`config.mk`:
```
export PLATFORM = sky130hd
export DESIGN_NAME = temp_sensor_reader
export DESIGN_NICKNAME = d
export VERILOG_FILES = /design/src/rtl/temp_sensor_reader.sv
export SDC_FILE = /design/constraint.sdc
export NUM_CORES = 1
export LEC_CHECK = 0
export CAP_MARGIN = 10
export CORE_MARGIN = 3
export CORE_UTILIZATION = 58
export CTS_BUF_LIST = sky130_fd_sc_hd__clkbuf_8
export DETAILED_ROUTE_END_ITERATION = 6
export PLACE_DENSITY = 0.82
export SYNTH_ARGS = -nofsm -noshare
export SYNTH_HDL_FRONTEND = slang
export SYNTH_SLANG_ARGS = --single-unit
```
`constraint.sdc`:
```
create_clock -name Clock -period 2.5 [get_ports Clock]
set_input_delay 0.5 -clock Clock [delete_from_list [all_inputs] [get_ports Clock]]
set_output_delay 0.5 -clock Clock [all_outputs]
set_load 0.01 [all_outputs]
```
`src/rtl/temp_sensor_reader.sv`:
```
// temp_sensor_reader: SPI-style master for a 16-bit serial temperature sensor.
// One Sample_Req produces one frame, decoded into a saturated whole-degree byte
// with a one-cycle Temp_Valid strobe and a Fault flag.
// Optional build macro TEMP_AVG4_EN: outputs a 4-sample moving average of good
// readings, adding one pipeline cycle before Temp_Valid.
module temp_sensor_reader #(
    parameter int CLK_DIV    = 25,
    parameter int FRAME_BITS = 16
) (
    input  logic       Clock,
    input  logic       Reset,
    input  logic       Sample_Req,
    input  logic       Sensor_MISO,
    output logic       Sensor_CS_n,
    output logic       Sensor_SCLK,
    output logic       Busy,
    output logic       Temp_Valid,
    output logic [7:0] Temp_Data,
    output logic       Fault
);

    localparam int CW = $clog2(CLK_DIV);
    localparam int BW = $clog2(FRAME_BITS);
    localparam logic [CW-1:0] DIV_LAST = CW'(CLK_DIV - 1);
    // UPDATE already uses one cycle of the CS-high gap, so GAP runs one short.
    localparam logic [CW-1:0] GAP_LAST = CW'(CLK_DIV - 2);
    localparam logic [BW-1:0] BIT_LAST = BW'(FRAME_BITS - 1);

    typedef enum logic [2:0] {IDLE, SETUP, SHIFT, HOLD, UPDATE, GAP} state_t;

    state_t                  state_reg, state_next;
    logic [CW-1:0]           cnt_reg, cnt_next;
    logic [BW-1:0]           bit_reg, bit_next;
    logic [FRAME_BITS-1:0]   shift_reg, shift_next;
    logic                    sclk_reg, sclk_next;
    logic                    cs_n_reg, cs_n_next;
    logic                    busy_reg, busy_next;
    logic                    valid_reg, valid_next;
    logic [7:0]              data_reg, data_next;
    logic                    fault_reg, fault_next;

    // Frame decode: bit 15 must be 0, bit 2 is open-sensor, bits 14:5 are whole degrees.
    logic       frame_fault;
    logic [9:0] frame_deg;
    logic [7:0] frame_sat;

    assign frame_fault = shift_reg[15] | shift_reg[2];
    assign frame_deg   = shift_reg[14:5];
    assign frame_sat   = (frame_deg > 10'd255) ? 8'hFF : frame_deg[7:0];

`ifdef TEMP_AVG4_EN
    // History holds the three previous good samples; the fourth is the new one.
    logic [7:0] win_reg   [3];
    logic [7:0] win_next  [3];
    logic [7:0] win_shift [3];
    logic       seed_reg, seed_next;
    logic [7:0] samp_data_reg, samp_data_next;
    logic       samp_fault_reg, samp_fault_next;
    logic [9:0] win_sum;

    generate
        for (genvar gi = 0; gi < 3; gi++) begin : g_win
            if (gi == 0) begin : g_head
                assign win_shift[gi] = samp_data_reg;
            end else begin : g_tail
                assign win_shift[gi] = win_reg[gi-1];
            end
        end
    endgenerate
`endif

    // Next-state, SPI timing and result update logic.
    always_comb begin
        state_next = state_reg;
        cnt_next   = cnt_reg + 1'b1;
        bit_next   = bit_reg;
        shift_next = shift_reg;
        sclk_next  = sclk_reg;
        valid_next = 1'b0;
        data_next  = data_reg;
        fault_next = fault_reg;
`ifdef TEMP_AVG4_EN
        win_next        = win_reg;
        seed_next       = seed_reg;
        samp_data_next  = samp_data_reg;
        samp_fault_next = samp_fault_reg;
        win_sum         = 10'(samp_data_reg);
        for (int i = 0; i < 3; i++) begin
            win_sum = win_sum + 10'(seed_reg ? samp_data_reg : win_reg[i]);
        end
`endif
        case (state_reg)
            IDLE: begin
                cnt_next = '0;
                if (Sample_Req) begin
                    state_next = SETUP;
                    bit_next   = '0;
                end
            end
            SETUP: begin
                if (cnt_reg == DIV_LAST) begin
                    cnt_next   = '0;
                    state_next = SHIFT;
                end
            end
            SHIFT: begin
                if (cnt_reg == DIV_LAST) begin
                    cnt_next = '0;
                    if (!sclk_reg) begin
                        // MISO is captured on the same edge SCLK rises.
                        sclk_next  = 1'b1;
                        shift_next = {shift_reg[FRAME_BITS-2:0], Sensor_MISO};
                    end else begin
                        sclk_next = 1'b0;
                        if (bit_reg == BIT_LAST) begin
                            state_next = HOLD;
                        end else begin
                            bit_next = bit_reg + 1'b1;
                        end
                    end
                end
            end
            HOLD: begin
                if (cnt_reg == DIV_LAST) begin
                    cnt_next   = '0;
                    state_next = UPDATE;
`ifdef TEMP_AVG4_EN
                    samp_data_next  = frame_sat;
                    samp_fault_next = frame_fault;
`else
                    valid_next = 1'b1;
                    fault_next = frame_fault;
                    data_next  = frame_fault ? 8'hFF : frame_sat;
`endif
                end
            end
            UPDATE: begin
                cnt_next   = '0;
                state_next = GAP;
`ifdef TEMP_AVG4_EN
                valid_next = 1'b1;
                if (samp_fault_reg) begin
                    // Fault frames never enter the window and force a reseed.
                    fault_next = 1'b1;
                    data_next  = 8'hFF;
                    seed_next  = 1'b1;
                end else begin
                    fault_next = 1'b0;
                    data_next  = win_sum[9:2];
                    seed_next  = 1'b0;
                    for (int i = 0; i < 3; i++) begin
                        win_next[i] = seed_reg ? samp_data_reg : win_shift[i];
                    end
                end
`endif
            end
            GAP: begin
                if (cnt_reg == GAP_LAST) begin
                    cnt_next = '0;
                    // A request pending at the end of the gap starts the next
                    // frame directly, keeping CS_n high exactly CLK_DIV cycles.
                    if (Sample_Req) begin
                        state_next = SETUP;
                        bit_next   = '0;
                    end else begin
                        state_next = IDLE;
                    end
                end
            end
            default: begin
                state_next = IDLE;
                cnt_next   = '0;
            end
        endcase
        cs_n_next = !(state_next == SETUP || state_next == SHIFT || state_next == HOLD);
        busy_next = (state_next != IDLE);
    end

    // State and output registers with synchronous reset.
    always_ff @(posedge Clock) begin
        if (Reset) begin
            state_reg <= IDLE;
            cnt_reg   <= '0;
            bit_reg   <= '0;
            shift_reg <= '0;
            sclk_reg  <= 1'b0;
            cs_n_reg  <= 1'b1;
            busy_reg  <= 1'b0;
            valid_reg <= 1'b0;
            data_reg  <= 8'h00;
            fault_reg <= 1'b0;
`ifdef TEMP_AVG4_EN
            for (int i = 0; i < 3; i++) begin
                win_reg[i] <= 8'h00;
            end
            seed_reg       <= 1'b1;
            samp_data_reg  <= 8'h00;
            samp_fault_reg <= 1'b0;
`endif
        end else begin
            state_reg <= state_next;
            cnt_reg   <= cnt_next;
            bit_reg   <= bit_next;
            shift_reg <= shift_next;
            sclk_reg  <= sclk_next;
            cs_n_reg  <= cs_n_next;
            busy_reg  <= busy_next;
            valid_reg <= valid_next;
            data_reg  <= data_next;
            fault_reg <= fault_next;
`ifdef TEMP_AVG4_EN
            win_reg        <= win_next;
            seed_reg       <= seed_next;
            samp_data_reg  <= samp_data_next;
            samp_fault_reg <= samp_fault_next;
`endif
        end
    end

    assign Sensor_CS_n = cs_n_reg;
    assign Sensor_SCLK = sclk_reg;
    assign Busy        = busy_reg;
    assign Temp_Valid  = valid_reg;
    assign Temp_Data   = data_reg;
    assign Fault       = fault_reg;

endmodule

```
---- Word level (Yosys, flattened, before mapping) ----
Cells that the tools add are included.
operators by class
  add/subtract/negate cells ............... 2
  $lt $le $gt $ge ......................... 1
  eq/ne operators ......................... 15
  mux-type cells .......................... 22
  bitwise gates (word level) .............. 3
  reduce and logical (&&, ||, !) cells .... 12
operator list
  operator                                                         count
  two-way mux 3 bit                                                7
  two-way mux 4 bit                                                5
  one-hot mux 3 bit (6 select lines)                               1
  two-way mux 8 bit                                                2
  == test 3 x 2 -> 1 bit (second input constant)                   4
  one-hot mux 4 bit (3 select lines)                               1
  == test 5 bit (second input constant)                            2
  greater-than comparator 10 x 8 -> 1 bit (second input constant)  1
  two-way mux 5 bit                                                2
  one-hot mux 5 bit (2 select lines)                               1
  inequality test 2 bit (second input constant)                    4
  == test 3 x 1 -> 1 bit (second input constant)                   2
  == test 3 bit (second input constant)                            2
  nonzero test 3 bit                                               2
  adder 5 x 1 -> 5 bit (second input constant)                     1
  AND reduction 5 bit                                              1
  adder 4 x 1 -> 4 bit (second input constant)                     1
  == test 4 bit (second input constant)                            1
  AND reduction 2 bit                                              2
  zero test 3 bit                                                  1
  two-way mux 1 bit                                                3
  AND reduction 3 bit                                              1
  OR reduction 3 bit                                               1
  logical OR 1 bit                                                 2
  4 further kinds                                                  5
storage, ports and cells
  register bits after elaboration ......... 41
  output and inout bits ................... 13
  logic and storage cells ................. 65

---- Logic depth before layout (Yosys ltp) ----
  word-level depth ........................ 9
  mapped depth ............................ 8
  mapped depth without buffers ............ 6

---- Least setup slack after synthesis ----
OpenSTA, ideal clock, no wires.
  path kind ............................... register to register
  start ................................... reg state_reg[2]
  end ..................................... reg shift_reg[0]
  setup time .............................. 0.132 ns
  data arrival time ....................... 1.609 ns
  data required time ...................... 2.368 ns
  slack ................................... 0.759 ns
  stages on the path, launching flop included .. 9
  path buffers ............................ 4
  cell sequence ........................... dfxtp_1 buf_6 or3b_4 buf_6 or3_1 buf_6 buf_8 nand2_1 a21oi_1
on the way
  cells in the longest elaborated chain, start to end .. 2
RTL lines
  what                                  line  RTL
  start: declaration                    31    state_t state_reg, state_next;
  start signal: assignment              201   state_reg <= state_next;
  == test 3 x 2 -> 1 bit                92    case (state_reg)
  AND reduction 3 bit (no source line)  -
  end signal: assignment                204   shift_reg <= shift_next;
  end: declaration                      34    logic [FRAME_BITS-1:0] shift_reg, shift_next;
No other way between the ends.
A chain may end at the register's enable or synchronous reset.

---- Worst setup path after layout ----
  start ................................... reg cnt_reg[0]
  end ..................................... reg shift_reg[8]
on the way
  cells in the longest elaborated chain, start to end .. 2
RTL lines
  what                                  line  RTL
  start: declaration                    32    logic [CW-1:0] cnt_reg, cnt_next;
  start signal: assignment              202   cnt_reg <= cnt_next;
  == test 5 bit                         107   if (cnt_reg == DIV_LAST) begin
  AND reduction 3 bit (no source line)  -
No other way between the ends.

==> results by group <==
Run status
  – Status: complete, no violations

Yosys
  – Synth warn: 0
  – Cell taking the most area after synthesis: dfxtp_1
  – Mapped cell area: 0.00175 mm²
  – Cells after synthesis: 197
  – Asr flop ratio synth: 0
  – Netlist cell types: 44
  – Register area share after synthesis: 0.470
  – Most frequent cell after synthesis: dfxtp_1
  – Top cells by instance count after synthesis: dfxtp_1 (41), nand2_1 (37), a21oi_1 (18)
  – Yosys reg bits: 41
  – Synth Net Count: 204
  – Syn_area_per_cell: 8.87 µm²
  – Primary FF master, synth: dfxtp_1
  – Synth top area share: 0.470
  – Top cells by area, synth: dfxtp_1 (47%), nand2_1 (7.9%), a21oi_1 (5.2%)
  – EDFF count, synth: 0

Layout
  – FF+latch area: 821 µm²
  – Share of cells above drive strength 1: 0.119
  – Largest register FFs: 16
  – Area Overhead vs Synth: 13.3%
  – Area of the multi-input gates: 812 µm²
  – Layout Nets: 217
  – Final std cells w/o fill: 241
  – Antenna cells: 0
  – Fillers: 228
  – Final core occ: 0.706

Power
  – Leakage: 0.000679 µW
  – Cell Pwr Density: 620 mW/mm²
  – Max VDD drop: 0.000375 V

Floorplan
  – Die width: 60.9 µm
  – Number of cell rows: 19
  – Die Ht: 60.9 µm
  – Core region area: 0.00281 mm²
  – # IOs: 17
  – Die area: 0.00371 mm²
  – Starting Density: 0.623

CTS
  – CTS tree: done
  – Setup Buffers After CTS: 0
  – Clk Latency, worst-skew pair: 0.29 ns
  – Worst-path clk slew: 0.07 ns
  – Clock sinks: 41
  – CTS H-Tree Depth: 2
  – Cts repair resizes: 0
  – CTS hold repair buffers: 0
  – CTS max path bufs: 2
  – CTS root buf: clkbuf_8
  – Clock buffer count from CTS: 5

GRT
  – Number of global-route vias before repair: 1,260
  – Largest net degree at the start of global routing: 19
  – Initial antenna violation count: 0
  – Gr ovfl total: 0
  – Global-route wire length before repair: 5.59 mm
  – GRT Overall Usage: 0.201

Timing
  – Final min period: 1.97 ns
  – Max-slew violation count: 0
  – Final Hold Vio Count: 0
  – RSZ-0062 raised after global routing: false
  – Final setup viols: 0
  – Slew margin rel.: 0.624
  – WHS: 0.450 ns
  – Setup WS post-layout: 0.533 ns
  – Setup_tns: 0 ns
  – Final Cycle Share: 0.787
  – FMAX: 508 MHz
  – Clock Skews: 0.00533 ns
  – Slew @ Worst Pin: 0.563 ns

Route
  – Post-route ant nets: 0
  – Drt first pass iters: 4
  – DR vias/cell: 5.94
  – Drt drc: 0
  – Final WL: 3.34 mm
  – Iter 0 DRT Violations: 74
  – Routed vias: 1,432
  – Routed WL per cell: 13.9 µm

Worst setup path
  – WP data required: 2.68 ns
  – Startpoint types: register
  – Max incr delay on CP: 0.72 ns
  – Crit path max-delay cell type: or3_1
  – Kind of critical path: reg -> reg
  – Critical-path cell list: inv_1 > ha_1 > nand4b_1 > or3_1 > nand2_1 > a21oi_1
  – Crit-path max FO: 17
  – Critical Path AT: 2.15 ns
  – CP endpoint kind: register

Job
  – Max-Cap Viols: 0

Placement
  – HPWL after DPL: 2.37 mm
  – Pre-CTS WS: 0.387 ns
  – Buffers on Ports: 16
  – Dpl cells: 234
  – Global placer's final weighted congestion: 0.902

Hold path
  – Hold Crit Class: reg -> reg
report_power, final:
group / leakage, µW / total, µW / internal, µW / switching (µW)
Sequential: 0.000331 / 666 / 660 / 5.86
Clock: 0.0000540 / 505 / 290 / 215
Combinational: 0.000294 / 56.0 / 25.3 / 30.8
through the flow:
step,cell area [µm²],power [µW]
finish,1980,1230
floorplan,1750,715
global placement,1880,734
detailed placement,1880,737
CTS,1980,1240
global route,1980,1280
worst max-delay path: cells and delay by family, from the launching register on:
family / cells / cell delay, ns
DFF: 1 / 0.33
buffers and inverters: 1 / 0.06
and+or+nand+nor: 3 / 1.23
adders and majority gates: 1 / 0.17
AOI/OAI and AO/OA: 1 / 0.08
metal layers:
| metal | wire, µm | vias to the layer above | part of all wire | track usage |
|---|---|---|---|---|
| met5 | 0 | - | 0 | 0 |
| met4 | 34 | 0 | 0.010 | 0.0650 |
| met3 | 160 | 3 | 0.048 | 0.0723 |
| met2 | 1580 | 34 | 0.47 | 0.327 |
| met1 | 1560 | 676 | 0.47 | 0.246 |
| li1 | - | 719 | - | - |
layout by cell type (no fill, tap or decap), types with 2 or more instances in the layout:
master	Yosys	routed
ha_1	3	3
inv_1	8	8
a211oi_1	2	2
nand2_1	37	37
o221a_2	8	8
clkbuf_8	0	5
xor2_1	2	2
clkdlybuf4s50_1	0	16
a21oi_1	18	18
nor2_1	15	15
o21ai_0	7	7
dfxtp_1	41	41
a311oi_1	3	3
nand3_1	6	6
nor3_1	6	6
a21o_2	2	2
buf_4	1	2
nand4b_1	3	3
cell families (layout without fill, tap and decap cells):
group	after synthesis	after routing	share of synthesized area
buf+inv	20	33	0.0659
fa+ha+maj	3	3	0.0215
xor+xnor	3	3	0.0150
compound gates	50	50	0.205
flops	41	41	0.470
simple gates	80	80	0.223
final cells by class:
cell class                      instances  share of cell area
Clock inverter                          2              0.0177
Tap cell                               31              0.0196
Timing Repair Buffer                   18              0.0884
Clock buffer                            5              0.0347
Sequential cell                        41               0.414
Multi-Input combinational cell        136               0.410
Inverter                                8              0.0152
path summary, 6_finish.rpt:
kind | cells after the start | from | endpoint | slack (ns)
max | 6 | cnt_reg[0]$_SDFF_PP0_ | shift_reg[8]$_SDFFE_PP0P_ | 0.53
min | 2 | shift_reg[3]$_SDFFE_PP0P_ | shift_reg[4]$_SDFFE_PP0P_ | 0.45
max reg2reg | 6 | cnt_reg[0]$_SDFF_PP0_ | shift_reg[8]$_SDFFE_PP0P_ | 0.53
min reg2reg | 2 | shift_reg[3]$_SDFFE_PP0P_ | shift_reg[4]$_SDFFE_PP0P_ | 0.45
(Power assumes the default switching activity.)
